===== config.mk =====
export PLATFORM = sky130hd
export DESIGN_NAME = neuron_seq_fp16_flat
export DESIGN_NICKNAME = d
export VERILOG_FILES = /design/src/rtl/nn_fp16_pkg.sv /design/src/rtl/neuron_seq_fp16_if.sv /design/src/rtl/relu_fp16.sv /design/src/rtl/neuron_seq_fp16.sv /design/src/flat_wrapper.sv
export SDC_FILE = /design/constraint.sdc
export NUM_CORES = 1
export LEC_CHECK = 0
export ABC_AREA = 1
export BUFFER_PORTS_ARGS = -buffer_cell sky130_fd_sc_hd__buf_2
export CORE_AREA = 2 2 120 122
export DETAILED_ROUTE_END_ITERATION = 12
export DIE_AREA = 0 0 122 124
export PLACE_DENSITY_LB_ADDON = 0.08
export SYNTH_ARGS = -nofsm -noshare
export SYNTH_HDL_FRONTEND = slang
export SYNTH_SLANG_ARGS = --single-unit

===== constraint.sdc =====
create_clock -name clk -period 2.5 [get_ports clk]
set_input_delay 0.25 -clock clk [delete_from_list [all_inputs] [get_ports clk]]
set_output_delay 0.25 -clock clk [all_outputs]
set_load 0.02 [all_outputs]

===== src/rtl/nn_fp16_pkg.sv =====
// ---------------------------------------------------------------------------
// nn_fp16_pkg
// Shared fp16 types and constants for the neural-network datapath, plus the
// state encoding of the neuron sequencer.
// ---------------------------------------------------------------------------
package nn_fp16_pkg;

    typedef logic [15:0] fp16_t;

    localparam fp16_t FP16_POS_ZERO = 16'h0000;
    localparam int    FP16_SIGN_BIT = 15;

    typedef enum logic [2:0] {
        IDLE = 3'd0,
        CLR  = 3'd1,
        RUN  = 3'd2,
        CAPT = 3'd3,
        DONE = 3'd4
    } nseq_state_t;

    // Sign test only: -0 and negative NaNs count as negative.
    function automatic logic fp16_is_neg(input fp16_t v);
        return v[FP16_SIGN_BIT];
    endfunction

endpackage


===== src/rtl/neuron_seq_fp16_if.sv =====
// ---------------------------------------------------------------------------
// neuron_seq_fp16_if
// Bundles everything the neuron sequencer exchanges with its surroundings:
//   control   : start, w_base, busy
//   memories  : rd_en, x_addr, w_addr, x_data, w_data
//   MAC       : mac_clr, mac_en, mac_x, mac_c, mac_o
//   result    : o, o_valid, o_ready
// modport master : the sequencer itself
// modport slave  : memories, MAC, controller and downstream layer
// ---------------------------------------------------------------------------
interface neuron_seq_fp16_if #(
    parameter int AW  = 10,
    parameter int WAW = 17
) ();
    import nn_fp16_pkg::*;

    logic           start;
    logic [WAW-1:0] w_base;
    logic           busy;

    logic           rd_en;
    logic [AW-1:0]  x_addr;
    logic [WAW-1:0] w_addr;
    fp16_t          x_data;
    fp16_t          w_data;

    logic           mac_clr;
    logic           mac_en;
    fp16_t          mac_x;
    fp16_t          mac_c;
    fp16_t          mac_o;

    fp16_t          o;
    logic           o_valid;
    logic           o_ready;

    modport master (
        input  start, w_base, x_data, w_data, mac_o, o_ready,
        output busy, rd_en, x_addr, w_addr, mac_clr, mac_en, mac_x, mac_c,
               o, o_valid
    );

    modport slave (
        output start, w_base, x_data, w_data, mac_o, o_ready,
        input  busy, rd_en, x_addr, w_addr, mac_clr, mac_en, mac_x, mac_c,
               o, o_valid
    );

endinterface


===== src/rtl/relu_fp16.sv =====
// ---------------------------------------------------------------------------
// relu_fp16
// Combinational fp16 ReLU. Any value with the sign bit set (including -0
// and negative NaNs) becomes +0 when en = 1; everything else, including
// positive NaN payloads, passes unchanged.
//   a  : fp16 input
//   en : 1 = clamp, 0 = bypass
//   y  : fp16 output
// ---------------------------------------------------------------------------
module relu_fp16
    import nn_fp16_pkg::*;
(
    input  fp16_t a,
    input  logic  en,
    output fp16_t y
);

    // Clamp on sign bit only; no NaN decoding is needed.
    always_comb begin
        y = a;
        if (en && fp16_is_neg(a)) begin
            y = FP16_POS_ZERO;
        end else begin
            y = a;
        end
    end

endmodule


===== src/rtl/neuron_seq_fp16.sv =====
// ---------------------------------------------------------------------------
// neuron_seq_fp16
// Control stage for one fp16 MAC neuron lane. On start it clears the MAC,
// streams N_IN (input, weight) pairs from two 1-cycle-latency memories into
// the MAC, captures the sum (optionally ReLU-clamped) and offers it on a
// valid/ready handshake.
//   clk, rst_n : clock (rising edge), asynchronous active-low reset
//   bus        : neuron_seq_fp16_if.master (control, memories, MAC, result)
// All control outputs are registered; mac_x/mac_c are pass-throughs of the
// memory data, and w_addr is registered as w_base + x_addr (mod 2^WAW).
// ---------------------------------------------------------------------------
module neuron_seq_fp16
    import nn_fp16_pkg::*;
#(
    parameter int N_IN = 784,
    parameter int AW   = $clog2(N_IN),
    parameter int WAW  = 17,
    parameter int RELU = 1
) (
    input logic               clk,
    input logic               rst_n,
    neuron_seq_fp16_if.master bus
);

    localparam logic [AW-1:0] K_LAST = AW'(N_IN - 1);

    nseq_state_t    state_q,   state_d;
    logic [AW-1:0]  k_q,       k_d;
    logic [WAW-1:0] wbase_q,   wbase_d;
    logic           busy_q,    busy_d;
    logic           rd_en_q,   rd_en_d;
    logic [AW-1:0]  x_addr_q,  x_addr_d;
    logic [WAW-1:0] w_addr_q,  w_addr_d;
    logic           mac_clr_q, mac_clr_d;
    logic           mac_en_q,  mac_en_d;
    fp16_t          o_q,       o_d;
    logic           o_valid_q, o_valid_d;
    fp16_t          relu_y;

    relu_fp16 u_relu (
        .a  (bus.mac_o),
        .en (RELU != 0),
        .y  (relu_y)
    );

    // Next-state and next-output decode. Outputs are computed for the
    // state being entered so that they are registered yet aligned with it.
    always_comb begin
        state_d   = state_q;
        k_d       = k_q;
        wbase_d   = wbase_q;
        busy_d    = busy_q;
        rd_en_d   = 1'b0;
        x_addr_d  = {AW{1'b0}};
        mac_clr_d = 1'b0;
        mac_en_d  = 1'b0;
        o_d       = o_q;
        o_valid_d = o_valid_q;

        case (state_q)
            IDLE: begin
                if (bus.start) begin
                    state_d   = CLR;
                    wbase_d   = bus.w_base;
                    k_d       = {AW{1'b0}};
                    busy_d    = 1'b1;
                    mac_clr_d = 1'b1;
                    rd_en_d   = 1'b1;
                end else begin
                    busy_d    = 1'b0;
                end
            end
            CLR: begin
                // Element 0 arrives next cycle; prefetch element 1.
                state_d  = RUN;
                k_d      = {AW{1'b0}};
                busy_d   = 1'b1;
                mac_en_d = 1'b1;
                rd_en_d  = 1'b1;
                x_addr_d = AW'(1);
            end
            RUN: begin
                busy_d = 1'b1;
                if (k_q == K_LAST) begin
                    state_d = CAPT;
                end else begin
                    k_d      = k_q + AW'(1);
                    mac_en_d = 1'b1;
                    // Keep one element ahead; stop issuing after the last.
                    if ((int'(k_q) + 2) <= (N_IN - 1)) begin
                        rd_en_d  = 1'b1;
                        x_addr_d = k_q + AW'(2);
                    end else begin
                        rd_en_d  = 1'b0;
                    end
                end
            end
            CAPT: begin
                // The MAC register took its last update one edge ago.
                state_d   = DONE;
                busy_d    = 1'b1;
                o_d       = relu_y;
                o_valid_d = 1'b1;
            end
            DONE: begin
                if (bus.o_ready) begin
                    state_d   = IDLE;
                    busy_d    = 1'b0;
                    o_valid_d = 1'b0;
                end else begin
                    busy_d    = 1'b1;
                    o_valid_d = 1'b1;
                end
            end
            default: begin
                state_d   = IDLE;
                busy_d    = 1'b0;
                o_valid_d = 1'b0;
            end
        endcase

        w_addr_d = wbase_d + WAW'(x_addr_d);
    end

    // State, counter and output registers.
    always_ff @(posedge clk or negedge rst_n) begin
        if (!rst_n) begin
            state_q   <= IDLE;
            k_q       <= {AW{1'b0}};
            wbase_q   <= {WAW{1'b0}};
            busy_q    <= 1'b0;
            rd_en_q   <= 1'b0;
            x_addr_q  <= {AW{1'b0}};
            w_addr_q  <= {WAW{1'b0}};
            mac_clr_q <= 1'b0;
            mac_en_q  <= 1'b0;
            o_q       <= FP16_POS_ZERO;
            o_valid_q <= 1'b0;
        end else begin
            state_q   <= state_d;
            k_q       <= k_d;
            wbase_q   <= wbase_d;
            busy_q    <= busy_d;
            rd_en_q   <= rd_en_d;
            x_addr_q  <= x_addr_d;
            w_addr_q  <= w_addr_d;
            mac_clr_q <= mac_clr_d;
            mac_en_q  <= mac_en_d;
            o_q       <= o_d;
            o_valid_q <= o_valid_d;
        end
    end

    assign bus.busy    = busy_q;
    assign bus.rd_en   = rd_en_q;
    assign bus.x_addr  = x_addr_q;
    assign bus.w_addr  = w_addr_q;
    assign bus.mac_clr = mac_clr_q;
    assign bus.mac_en  = mac_en_q;
    assign bus.mac_x   = bus.x_data;
    assign bus.mac_c   = bus.w_data;
    assign bus.o       = o_q;
    assign bus.o_valid = o_valid_q;

endmodule

===== src/flat_wrapper.sv =====
// flat-port wrapper written by rule: the top's interface ports become plain ports
module neuron_seq_fp16_flat import nn_fp16_pkg::*;
#(
    parameter int N_IN = 784,
    parameter int AW   = $clog2(N_IN),
    parameter int WAW  = 17,
    parameter int RELU = 1
)
  (clk, rst_n, bus_start, bus_w_base, bus_x_data, bus_w_data, bus_mac_o, bus_o_ready, bus_busy, bus_rd_en, bus_x_addr, bus_w_addr, bus_mac_clr, bus_mac_en, bus_mac_x, bus_mac_c, bus_o, bus_o_valid);
  neuron_seq_fp16_if #(.AW(AW), .WAW(WAW)) bus_i ();
  input logic clk;
  input logic rst_n;
  input wire logic [$bits(bus_i.start)-1:0] bus_start;
  input wire logic [$bits(bus_i.w_base)-1:0] bus_w_base;
  input wire logic [$bits(bus_i.x_data)-1:0] bus_x_data;
  input wire logic [$bits(bus_i.w_data)-1:0] bus_w_data;
  input wire logic [$bits(bus_i.mac_o)-1:0] bus_mac_o;
  input wire logic [$bits(bus_i.o_ready)-1:0] bus_o_ready;
  output wire logic [$bits(bus_i.busy)-1:0] bus_busy;
  output wire logic [$bits(bus_i.rd_en)-1:0] bus_rd_en;
  output wire logic [$bits(bus_i.x_addr)-1:0] bus_x_addr;
  output wire logic [$bits(bus_i.w_addr)-1:0] bus_w_addr;
  output wire logic [$bits(bus_i.mac_clr)-1:0] bus_mac_clr;
  output wire logic [$bits(bus_i.mac_en)-1:0] bus_mac_en;
  output wire logic [$bits(bus_i.mac_x)-1:0] bus_mac_x;
  output wire logic [$bits(bus_i.mac_c)-1:0] bus_mac_c;
  output wire logic [$bits(bus_i.o)-1:0] bus_o;
  output wire logic [$bits(bus_i.o_valid)-1:0] bus_o_valid;
  assign bus_i.start = bus_start;
  assign bus_i.w_base = bus_w_base;
  assign bus_i.x_data = bus_x_data;
  assign bus_i.w_data = bus_w_data;
  assign bus_i.mac_o = bus_mac_o;
  assign bus_i.o_ready = bus_o_ready;
  assign bus_busy = bus_i.busy;
  assign bus_rd_en = bus_i.rd_en;
  assign bus_x_addr = bus_i.x_addr;
  assign bus_w_addr = bus_i.w_addr;
  assign bus_mac_clr = bus_i.mac_clr;
  assign bus_mac_en = bus_i.mac_en;
  assign bus_mac_x = bus_i.mac_x;
  assign bus_mac_c = bus_i.mac_c;
  assign bus_o = bus_i.o;
  assign bus_o_valid = bus_i.o_valid;
  neuron_seq_fp16 #(.N_IN(N_IN), .AW(AW), .WAW(WAW), .RELU(RELU)) u_core (.clk(clk), .rst_n(rst_n), .bus(bus_i));
endmodule

After elaboration in Yosys (flattened, before gate mapping)
Index checks and enable logic that the tools add are counted.

Register bits: 78.

Eq/ne operators: 9. Add/sub/neg operators: 4. Multiplexer cells: 23. Magnitude comparators: 1. Reductions and logical operators: 6.

Operators by type and width (count): 2-to-1 mux 10 bit (4); 2-to-1 mux 17 bit (2); less-or-equal comparator 32 x 11 -> 1 bit (second input constant) (1); case mux 10 bit (3 select lines) (1); case mux 10 bit (2 select lines) (1); adder 17 x 10 -> 17 bit (1); 2-to-1 mux 15 bit (1); case mux 3 bit (5 select lines) (1); adder 10 x 2 -> 11 bit (second input constant) (1); adder 10 x 1 -> 10 bit (second input constant) (1); adder 10 x 2 -> 10 bit (second input constant) (1); equality test 10 bit (second input constant) (1); 2-to-1 mux 3 bit (3); case mux 1 bit (3 select lines) (3); equality test 3 x 2 -> 1 bit (second input constant) (2); 2-to-1 mux 1 bit (6); != test 2 bit (second input constant) (3); AND reduction 3 bit (2); OR reduction 3 bit (2); equality test 3 x 1 -> 1 bit (second input constant) (1); equality test 3 bit (second input constant) (1); zero test 3 bit (1); nonzero test 3 bit (1); != test 2 x 1 -> 1 bit (second input constant) (1); case mux 1 bit (2 select lines) (1).

Logic depth before layout (Yosys ltp)
Gate-level depths: netlist of the first run.

Depth in word-level cells: 6. Gate-level depth with buffers: 22.

Hierarchy
From an unflattened synthesis of the first run, not the netlist that was laid out.

Cells, all modules: 481. Area total of the unflattened synthesis: 4216.5 um^2.

By module, submodules not included: neuron_seq_fp16 (times used 1, area each 3986.3 um^2, cells each 445); relu_fp16 (times used 1, area each 230.2 um^2, cells each 36).

Worst setup path before layout of the first run
OpenSTA, ideal clock, no wires.

Kind: flip-flop to flip-flop. From: reg u_core.k_q[1]. To: reg u_core.w_addr_q[8], in the netlist u_core.bus.w_addr[8]. Path slack: -274 ps. Arrival: 2653 ps. Cell stages (with the launch flop): 16. Buffers on the path: 0. Required time: 2379 ps. Cells stage by stage: dfrtp_1 > ha_1 > inv_1 > nor2_2 > nand4_1 > nand2_1 > nor2_2 > nand3_1 > nand2_1 > ha_1 > fa_1 > a21oi_1 > o21ai_0 > and2_1 > o21bai_1 > nand2_1.

Longest elaborated chain between the ends: 6. Elaborated cells between the ends (all ways): 8. Those cells by class: 3 x add/sub; 1 x order compare; 1 x eq/ne; 3 x mux.

Ends and longest elaborated chain: start, declared (RTL line neuron_seq_fp16.sv:28) `logic [AW-1:0] k_q, k_d;`; start signal, assigned (RTL line neuron_seq_fp16.sv:129) `k_q <= {AW{1'b0}};`; start signal, assigned (RTL line neuron_seq_fp16.sv:141) `k_q <= k_d;`; adder 10 x 2 -> 11 bit (RTL line neuron_seq_fp16.sv:90) `if ((int'(k_q) + 2) <= (N_IN - 1)) begin`; less-or-equal comparator 32 x 11 -> 1 bit (RTL line neuron_seq_fp16.sv:90); 2-to-1 mux 10 bit (RTL line neuron_seq_fp16.sv:90); 2-to-1 mux 10 bit (*) (RTL line neuron_seq_fp16.sv:84) `if (k_q == K_LAST) begin`; case mux 10 bit (2 select lines) (*) (RTL line neuron_seq_fp16.sv:60) `case (state_q)`; via u_core.x_addr_d[0] (RTL line neuron_seq_fp16.sv:32) `logic [AW-1:0] x_addr_q, x_addr_d;`; adder 17 x 10 -> 17 bit (*) (RTL line neuron_seq_fp16.sv:122) `w_addr_d = wbase_d + WAW'(x_addr_d);`; via u_core.w_addr_d[8] (RTL line neuron_seq_fp16.sv:33) `logic [WAW-1:0] w_addr_q, w_addr_d;`; end signal, assigned (RTL line neuron_seq_fp16.sv:134) `w_addr_q <= {WAW{1'b0}};`; end signal, assigned (RTL line neuron_seq_fp16.sv:146) `w_addr_q <= w_addr_d;`; end, declared (RTL line neuron_seq_fp16.sv:33).

Mark *: on every way through the listed nets, which the timed path passes. The rest lies on a longest branch. A chain may end at the register's enable or synchronous reset.

Worst setup path after layout of the first run
Same ends and word-level chain as after synthesis.

==> metrics.cfg, run 1 <==
[status]
status = finished with violations
violations = negative setup slack

[global_route]
antenna_found_initial = 0
grt_usage_pct = 15.27
overflow = 0
grt_pass1_wl_um = 17620
grt_max_degree = 78
grt_pass1_vias = 3461

[synthesis]
syn_nets = 581
synth_top_family_by_area = simple AND/OR/NAND/NOR gates
yosys_register_bits = 77
synth_commonest_cells = nand2_1 (155), dfrtp_1 (77), inv_1 (55)
yosys.area.top_type_share_pct = 47.07
ys.warnings.count = 0
ys_types = 33
synth_compound_area_share_pct = 3.331
muxShareOfSynthArea_pct = 0
synth-seq-area-share_pct = 47.07
synthSimpleGateAreaFrac_pct = 28.24
synthAdderAreaFrac_pct = 5.073
async_flop_share_pct = 100.0
synth_top_cell_by_area = dfrtp_1
synth-edff-count = 0
avgSynthCellArea_um2 = 8.254
synthCells = 496
yosysMostFrequentCell = nand2_1
synthTopCellsByArea = dfrtp_1 (47%), nand2_1 (14%), buf_4 (6.2%), inv_1 (5.0%), nand3_1 (4.6%)
syn-cell-area_um2 = 4094
synth_ff_type = dfrtp_1
synth_xor_area_share_pct = 3.606

[power]
vdd_drop_max_mv = 0.4094
power_density_nw_per_um2 = 1105
p_leak_uw = 0.003128
power_uw = 6572

[sta]
final.period_utilization_pct = 108.0
setup_ws_ns = -0.2003
slew_headroom_pct = 61.54
finalHoldViolations = 0
rsz0062_at_grt = true
skew_ns = 0.008147
finalSetupViolations = 15
timing.fmax_ghz = 0.3703
slew_violations = 0
worstMarginPinSlew_ns = 0.5763
final.min_clock_period_ns = 2.700

[die]
initial_core_util_pct = 29.84
rows = 43
die-area_um2 = 15130
die_x_um = 122
ios = 149
dieHeight_um = 124
coreArea_um2 = 13720

[min_path]
hold_path_class = input port to flop
hold_depth = 3
min_to = u_core.bus.o[6]
hp-start = bus_mac_o[6]

[critical_path]
critPathMaxFanout = 4
reg2reg_from = u_core.k_q[1]
worstPathArrival_ns = 2.93
cp-startpoint = u_core.k_q[1]
worstSetupPathType = flop to flop
r2r_slack_ns = -0.20
required_ns = 2.73
end_kind = flop
ff2ff_path_depth = 17
r2r-end = u_core.bus.w_addr[8]
cp-start-kind = flop

[clock_tree]
cts_root_buf = clkbuf_16
cts_tree = yes
cts_made_buffers = 9
clk_latency_ns = 0.35
clk_pin_slew_worst_paths_ns = 0.06
htree_levels = 3
clockBufferDepth = 2
cts.sinks = 77

[finish]
antenna_cells = 0
fin_area_um2 = 5947
final_nets = 732
area_growth_pct = 45.26
drive_gt1_share_pct = 45.55
finalNonFillerCells = 832

[placed_design]
io_buffer_count = 83
dpl.hpwl_um = 7890
gp_congestion = 0.8654
dp_cells = 793
placed_area_um2 = 5099

[run]
drv_cap = 0

[routing]
via_per_inst = 4.300
vias = 3578
ant_nets = 0
wire_per_inst_um = 13.31
drtIter0Drc = 142
dr.pass1.iters = 5
drcViolationCount = 0
wirelength_um = 11080

[cells in the final DEF (no fill, tap or decap), types with 6 or more instances in the layout]
master / count
nand2_1: 133
nand2_4: 6
inv_2: 8
nor2_1: 21
nand2_2: 24
inv_1: 50
buf_2: 82
o21ai_0: 10
nand3_1: 31
xor2_1: 8
nor2_4: 12
dfrtp_1: 74
nor2_2: 9
clkbuf_16: 9
ha_4: 10
buf_4: 94
nand4_1: 10
[cell families after synthesis]
family / Yosys count
other cells: 1
flops: 77
xor+xnor: 16
simple gates: 260
compound gates: 24
buf+inv: 102
fa+ha+maj: 16
[worst max path at each step]
stage,endpoint,cells after the start
after global routing,u_core.bus.w_addr[16],20
final,u_core.bus.w_addr[8],17
after global placement,u_core.bus.w_addr[16],18
after detailed placement,u_core.bus.w_addr[7],16
after CTS,u_core.bus.w_addr[8],17
after floorplan,u_core.bus.w_addr[8],15
[power by group]
part | internal, uW | leakage (uW) | switching (uW)
Sequential | 1700 | 0.000965 | 169
Combinational | 1390 | 0.00202 | 2030
Clock | 737 | 0.000143 | 544
[state kept, by name, summed over array words and instances, names as in the netlist, 3 cells and up]
name,cells
u_core.bus.o,15
u_core.bus.w_addr,17
u_core.bus.x_addr,10
u_core.k_q,10
u_core.state_q,3
u_core.wbase_q,17
[per-layer routing]
| layer | track usage [%] | vias up | wire length, um |
|---|---|---|---|
| met5 | 0 | - | 0 |
| met4 | 5.675 | 0 | 201 |
| met3 | 4.258 | 24 | 600 |
| met2 | 23.95 | 94 | 5217 |
| met1 | 20.15 | 1644 | 5055 |
| li1 | - | 1816 | - |
[per-stage QoR]
stage / hold WS, ns / TNS, ns / setup WS, ns / utilization (%)
floorplan: -0.04559 / -0.1113 / -0.06846 / -
global placement: 0.3106 / -3.067 / -0.3062 / 37.16
detailed placement: 0.3120 / -3.256 / -0.3149 / 37.16
CTS: 0.1158 / -1.744 / -0.2420 / 42.09
global route: 0.1363 / -4.223 / -0.4023 / 43.35
finish: 0.1312 / -1.885 / -0.2003 / 43.35
[worst max-delay path: stages, from the launching register on]
cell,delay (ns)
dfrtp_1,0.39
ha_2,0.20
nand3_2,0.10
inv_2,0.10
nand2_2,0.06
xor2_1,0.15
nor2_1,0.12
nand2_2,0.09
buf_6,0.12
nand3_2,0.05
nand2_2,0.07
ha_4,0.18
fa_2,0.39
a21oi_2,0.19
o21ai_2,0.07
and2_4,0.14
o21bai_1,0.11
nand2_1,0.06
[repair_timing]
item | in CTS | in global routing
hold buffers | 1 | 0
pin swaps | 20 | 21
setup endpoints to repair | 14 | 15
resized for setup | 55 | 30
hold endpoints to repair | 77 | 0
buffers inserted | 15 | 9
[area by class of cell]
class	instances	area, um2
Multi-Input combinational cell	317	2058
Tap cell	180	225.2
Fill cell	1375	7772
Inverter	59	222.7
Clock buffer	11	252.7
Timing Repair Buffer	183	1215
Clock inverter	5	42.54
Sequential cell	77	1931
Note: power is estimated with default switching activity, not from simulation.
==> run 2: changes to the inputs <==
- SETUP_SLACK_MARGIN: not set -> 0.4
==> metrics.cfg, run 2 (synthesis results as in run 1) <==
[routing]
ant_nets = 0
via_per_inst = 4.284
drtIter0Drc = 177
drcViolationCount = 0
dr.pass1.iters = 4
wirelength_um = 10770
wire_per_inst_um = 13.07
vias = 3530

[sta]
finalSetupViolations = 13
finalHoldViolations = 0
setup_ws_ns = -0.2437
rsz0062_at_grt = true
final.period_utilization_pct = 109.7
slew_headroom_pct = 33.54
timing.fmax_ghz = 0.3645
skew_ns = 0.01210
worstMarginPinSlew_ns = 0.9969
final.min_clock_period_ns = 2.744
slew_violations = 0

[critical_path]
worstPathArrival_ns = 2.97
r2r_slack_ns = -0.24
required_ns = 2.73
worstSetupPathType = flop to flop
end_kind = flop
cp-start-kind = flop
critPathMaxFanout = 5

[power]
internal_power_uw = 3810
p_sw_uw = 2726
swShare_pct = 41.71
vdd_drop_max_mv = 0.4078
clockPowerShare_pct = 20.5
power_density_nw_per_um2 = 1111
p_leak_uw = 0.003105
power_uw = 6536
pwr-share-seq_pct = 28.5
pwr-share-comb_pct = 51.1

[clock_tree]
clk_pin_slew_worst_paths_ns = 0.07
cts.sinks = 77
clk_latency_ns = 0.35
cts_tree = yes
cts_root_buf = clkbuf_16
clockBufferDepth = 2
cts_made_buffers = 9
htree_levels = 3

[global_route]
grt_pass1_wl_um = 17180
grt_max_degree = 78
antenna_found_initial = 0
overflow = 0
grt_usage_pct = 14.86
grt_pass1_vias = 3500

[finish]
fin_area_um2 = 5882
layout_commonest_cell = nand2_1
nFillCells = 1366
final_nets = 724
area_growth_pct = 43.67
seq_area_um2 = 1928
final_cell_mix = nand2_1 (136), buf_4 (87), buf_2 (82), dfrtp_1 (76), inv_1 (52)
drive_gt1_share_pct = 43.94
antenna_cells = 0
multi_input_area_um2 = 2071

[min_path]
hold_path_class = input port to async pin

[status]
violations = negative setup slack
status = finished with violations

[die]
rows = 43
dieHeight_um = 124
die_x_um = 122
coreArea_um2 = 13720
initial_core_util_pct = 29.84
die-area_um2 = 15130
ios = 149

[placed_design]
gp_congestion = 0.8301
io_buffer_count = 83
dpl.hpwl_um = 7931
placed_area_um2 = 5079

[run]
drv_cap = 0

==> run 2: cell count changes in the layout (fill, tap and decap cells not counted), moves of 3 or more <==
| cell | delta |
|---|---|
| buf_4 | -7 |
| nand2_1 | +3 |
| nor2_2 | -4 |
| nor2_4 | +3 |
==> run 2: timing repair <==
action,CTS,global route
gates resized for setup,45,28
buffers inserted,9,8
hold buffers,0,0
endpoints found under the setup margin,16,16
gates cloned,1,0
pin swaps,19,9
==> run 2: layout make-up <==
class,count,area share [%]
clock buffer,9,3.829
clock inverter,7,1.383
inverter,59,3.786
multi-input combinational,318,35.21
sequential,77,32.78
tap,180,3.829
timing repair buffer,174,19.19
==> run 2: path summary, 6_finish.rpt <==
path,from,to,cells after the start
setup / recovery,u_core.k_q[2],u_core.bus.w_addr[13],19
hold / removal,rst_n,u_core.k_q[2],1
setup reg to reg,u_core.k_q[2],u_core.bus.w_addr[13],19
hold reg to reg,u_core.bus.o[8],u_core.bus.o[8],2
max in group asynchronous,rst_n,u_core.k_q[3],1
min in group clk,bus_mac_o[9],u_core.bus.o[9],3
==> run 2: metal layers <==
metal  part of all wire [%]  GRT usage, %
met5                      0             0
met4                    2.3         7.256
met3                    4.3         2.839
met2                     47         23.85
met1                     47         19.28
==> run 2: power groups by stage <==
stage	sequential [uW]	clock, uW	combinational, uW
2_1_floorplan	2240	0	1450
3_3_place_gp	1880	0	2920
3_5_place_dp	1890	0	2920
4_1_cts	1860	1390	3250
5_1_grt	1910	1440	3700
6_report	1860	1340	3340
==> run 2: worst max-delay path, cell delays in order, from the launching register on <==
cell and delay [ns]:
dfrtp_1 0.40, ha_2 0.20, nand3_2 0.10, inv_2 0.11, nand2_4 0.07, xor2_2 0.15
nor2_1 0.12, nand2_2 0.12, nand2_4 0.16, nor2_4 0.06, ha_4 0.29, nand2_1 0.07
nor2_1 0.24, nand3_2 0.10, nand3_2 0.10, nand2_2 0.07, nand2_4 0.09, nand2_1 0.06
nand2_1 0.05, nand2_1 0.07
==> run 2: stage by stage <==
step           setup TNS (ns)  hold WS [ns]  setup slack (ns)  instances  utilization (%)
2_1_floorplan        -0.07982      -0.04559          -0.04598        496                -
3_3_place_gp           -2.740        0.4577           -0.3172        790            37.02
3_5_place_dp           -2.737        0.4629           -0.3069        790            37.02
4_1_cts                -1.482        0.1164           -0.1972        816            41.65
5_1_grt                -4.439        0.1333           -0.4187        824            42.87
6_report               -2.086       0.07990           -0.2437        824            42.87
==> run 3: changes to the inputs <==
- CORE_AREA: 2 2 120 122 -> 2 2 122 124
- DIE_AREA: 0 0 122 124 -> 0 0 124 126
- HOLD_SLACK_MARGIN: not set -> 0.1
- SYNTH_HIERARCHICAL: not set -> 1
==> metrics.cfg, run 3 <==
[routing]
drcViolationCount = 0
vias = 3470
wirelength_um = 10280
wire_per_inst_um = 12.59
via_per_inst = 4.252
dr.pass1.iters = 5
drtIter0Drc = 102
ant_nets = 0

[synthesis]
yosys_register_bits = 78
synth-seq-area-share_pct = 46.29
ys.warnings.count = 6
synth_commonest_cells = nand2_1 (120), dfrtp_1 (78), inv_1 (59)
syn_nets = 565
async_flop_share_pct = 100.0
ys_types = 37
yosys.area.top_type_share_pct = 46.29
syn-cell-area_um2 = 4217
synthCells = 481
synth_top_cell_by_area = dfrtp_1
synth-edff-count = 0
synth_ff_type = dfrtp_1
synthTopCellsByArea = dfrtp_1 (46%), nand2_1 (11%), buf_4 (5.7%), inv_1 (5.3%), mux2_2 (4.3%)
yosysMostFrequentCell = nand2_1
avgSynthCellArea_um2 = 8.766

[global_route]
busiest_layer = met2
grt_pass1_vias = 3533
grt_use_met2_pct = 23.40
met3_usage_pct = 3.986
antenna_found_initial = 0
grt_usage_pct = 14.00
grt_max_degree = 72
overflow = 0
grt_util_met1_pct = 17.39
grt_pass1_wl_um = 16910

[sta]
slew_violations = 0
setup_ws_ns = -0.3003
rsz0062_at_grt = true
hold_ws_ns = 0.1689
final.period_utilization_pct = 112.0
final.min_clock_period_ns = 2.800
finalSetupViolations = 14
worstMarginPinSlew_ns = 0.9139
tns_ns = -3.013
timing.fmax_ghz = 0.3571
slew_headroom_pct = 39.08
skew_ns = 0.009969
finalHoldViolations = 0

[critical_path]
critPathMaxFanout = 6
cp-start-kind = flop
worstSetupPathType = flop to flop
required_ns = 2.73
worstPathArrival_ns = 3.03
end_kind = flop
cp-startpoint = u_core/k_q[1]
r2r_slack_ns = -0.30
reg2reg_from = u_core/k_q[1]

[die]
rows = 44
die-area_um2 = 15620
coreArea_um2 = 14310
die_x_um = 124
dieHeight_um = 126
ios = 149
initial_core_util_pct = 29.46

[finish]
finalNonFillerCells = 816
layout_commonest_cell = nand2_1
final_nets = 711
area_growth_pct = 41.93
fin_area_um2 = 5984
drive_gt1_share_pct = 48.73
antenna_cells = 0
final_cell_mix = nand2_1 (99), buf_4 (84), buf_2 (83), dfrtp_1 (76), inv_1 (53)

[power]
power_uw = 6663
pwr-share-seq_pct = 29.3
swShare_pct = 39.59
internal_power_uw = 4025
clockPowerShare_pct = 19.8
p_leak_uw = 0.003038
p_sw_uw = 2638
vdd_drop_max_mv = 0.3853
power_density_nw_per_um2 = 1113
pwr-share-comb_pct = 50.8

[clock_tree]
cts_tree = yes
clk_latency_ns = 0.34
clk_pin_slew_worst_paths_ns = 0.06
htree_levels = 3
cts_made_buffers = 9
clockBufferDepth = 2
cts.sinks = 78
cts_root_buf = clkbuf_16

[placed_design]
io_buffer_count = 84
placed_area_um2 = 5213
dp_cells = 782
gp_congestion = 0.8186
dpl.hpwl_um = 7610

[run]
drv_cap = 0

[status]
status = finished with violations
violations = negative setup slack

[min_path]
hp-start = bus_w_base[9]
hold_path_class = input port to flop

-- run 3: final cells by class --
type,count,area (um2)
clock buffers,13,260.3
clock inverters,3,42.54
fillers,1469,8329
inverters,62,235.2
multi-input cells,301,2118
flip-flops and latches,78,1954
well taps,184,230.2
repair buffers,175,1144
-- run 3: power groups by stage --
stage | registers (uW) | logic [uW] | clock network, uW
finish | 1950 | 3390 | 1320
CTS | 1960 | 3280 | 1380
detailed placement | 1980 | 3040 | 0
global placement | 1960 | 3040 | 0
global route | 2020 | 3750 | 1430
floorplan | 2380 | 1500 | 0
-- run 3: per-layer routing --
metal / vias to the layer above / wire [um]
met4: 0 / 113
met2: 71 / 4953
met1: 1613 / 4640
met3: 17 / 569
met5: - / 0
li1: 1769 / -
-- run 3: cells by family (layout without fill, tap and decap cells) --
| family | Yosys count | count (layout) | share of synthesized area [%] |
|---|---|---|---|
| AOI/OAI and AO/OA | 49 | 49 | 7.804 |
| xor gates and xnor gates | 16 | 16 | 3.323 |
| adders and majority gates | 15 | 15 | 4.629 |
| buffers and inverters | 103 | 253 | 13.41 |
| DFF | 78 | 78 | 46.29 |
| muxes | 16 | 16 | 4.273 |
| other | 1 | 1 | 0.08894 |
| and+or+nand+nor | 203 | 204 | 20.18 |
-- run 3: worst paths after layout --
| path | to | cells after the start |
|---|---|---|
| max | u_core/bus.w_addr[12] | 17 |
| min | u_core/wbase_q[9] | 3 |
| max reg2reg | u_core/bus.w_addr[12] | 17 |
| min reg2reg | u_core/wbase_q[9] | 2 |
| max in group asynchronous | u_core/bus.w_addr[15] | 3 |
| min in group asynchronous | u_core/bus.mac_clr | 2 |
-- run 3: repair_timing --
| item | 4_1_cts | 5_1_grt |
|---|---|---|
| pin swaps | 24 | 30 |
| setup endpoints to repair | 16 | 18 |
| endpoints found under the hold margin | 38 | 0 |
| hold buffers | 1 | 0 |
| buffers inserted | 10 | 6 |
| gates resized for setup | 41 | 37 |
| cloned | 1 | 0 |
-- run 3: worst max-delay path: stages, from the launching register on --
cell	delay, ns
dfrtp_2	0.45
ha_4	0.20
nand3_4	0.09
nand2_2	0.07
nand2_2	0.06
nor2_2	0.09
nand2_2	0.07
o21ai_4	0.23
nand3_4	0.20
nor2_4	0.18
ha_4	0.17
nand2_1	0.09
nor2_4	0.15
nand3_2	0.08
nand4_1	0.18
nand2_4	0.11
o21ai_0	0.17
nand2_1	0.07
-- run 3: per-stage QoR --
stage / util [%] / setup slack (ns)
finish: 41.81 / -0.3003
global route: 41.81 / -0.4967
CTS: 40.56 / -0.2807
detailed placement: 36.42 / -0.5175
global placement: 36.42 / -0.5615
floorplan: - / -0.01051
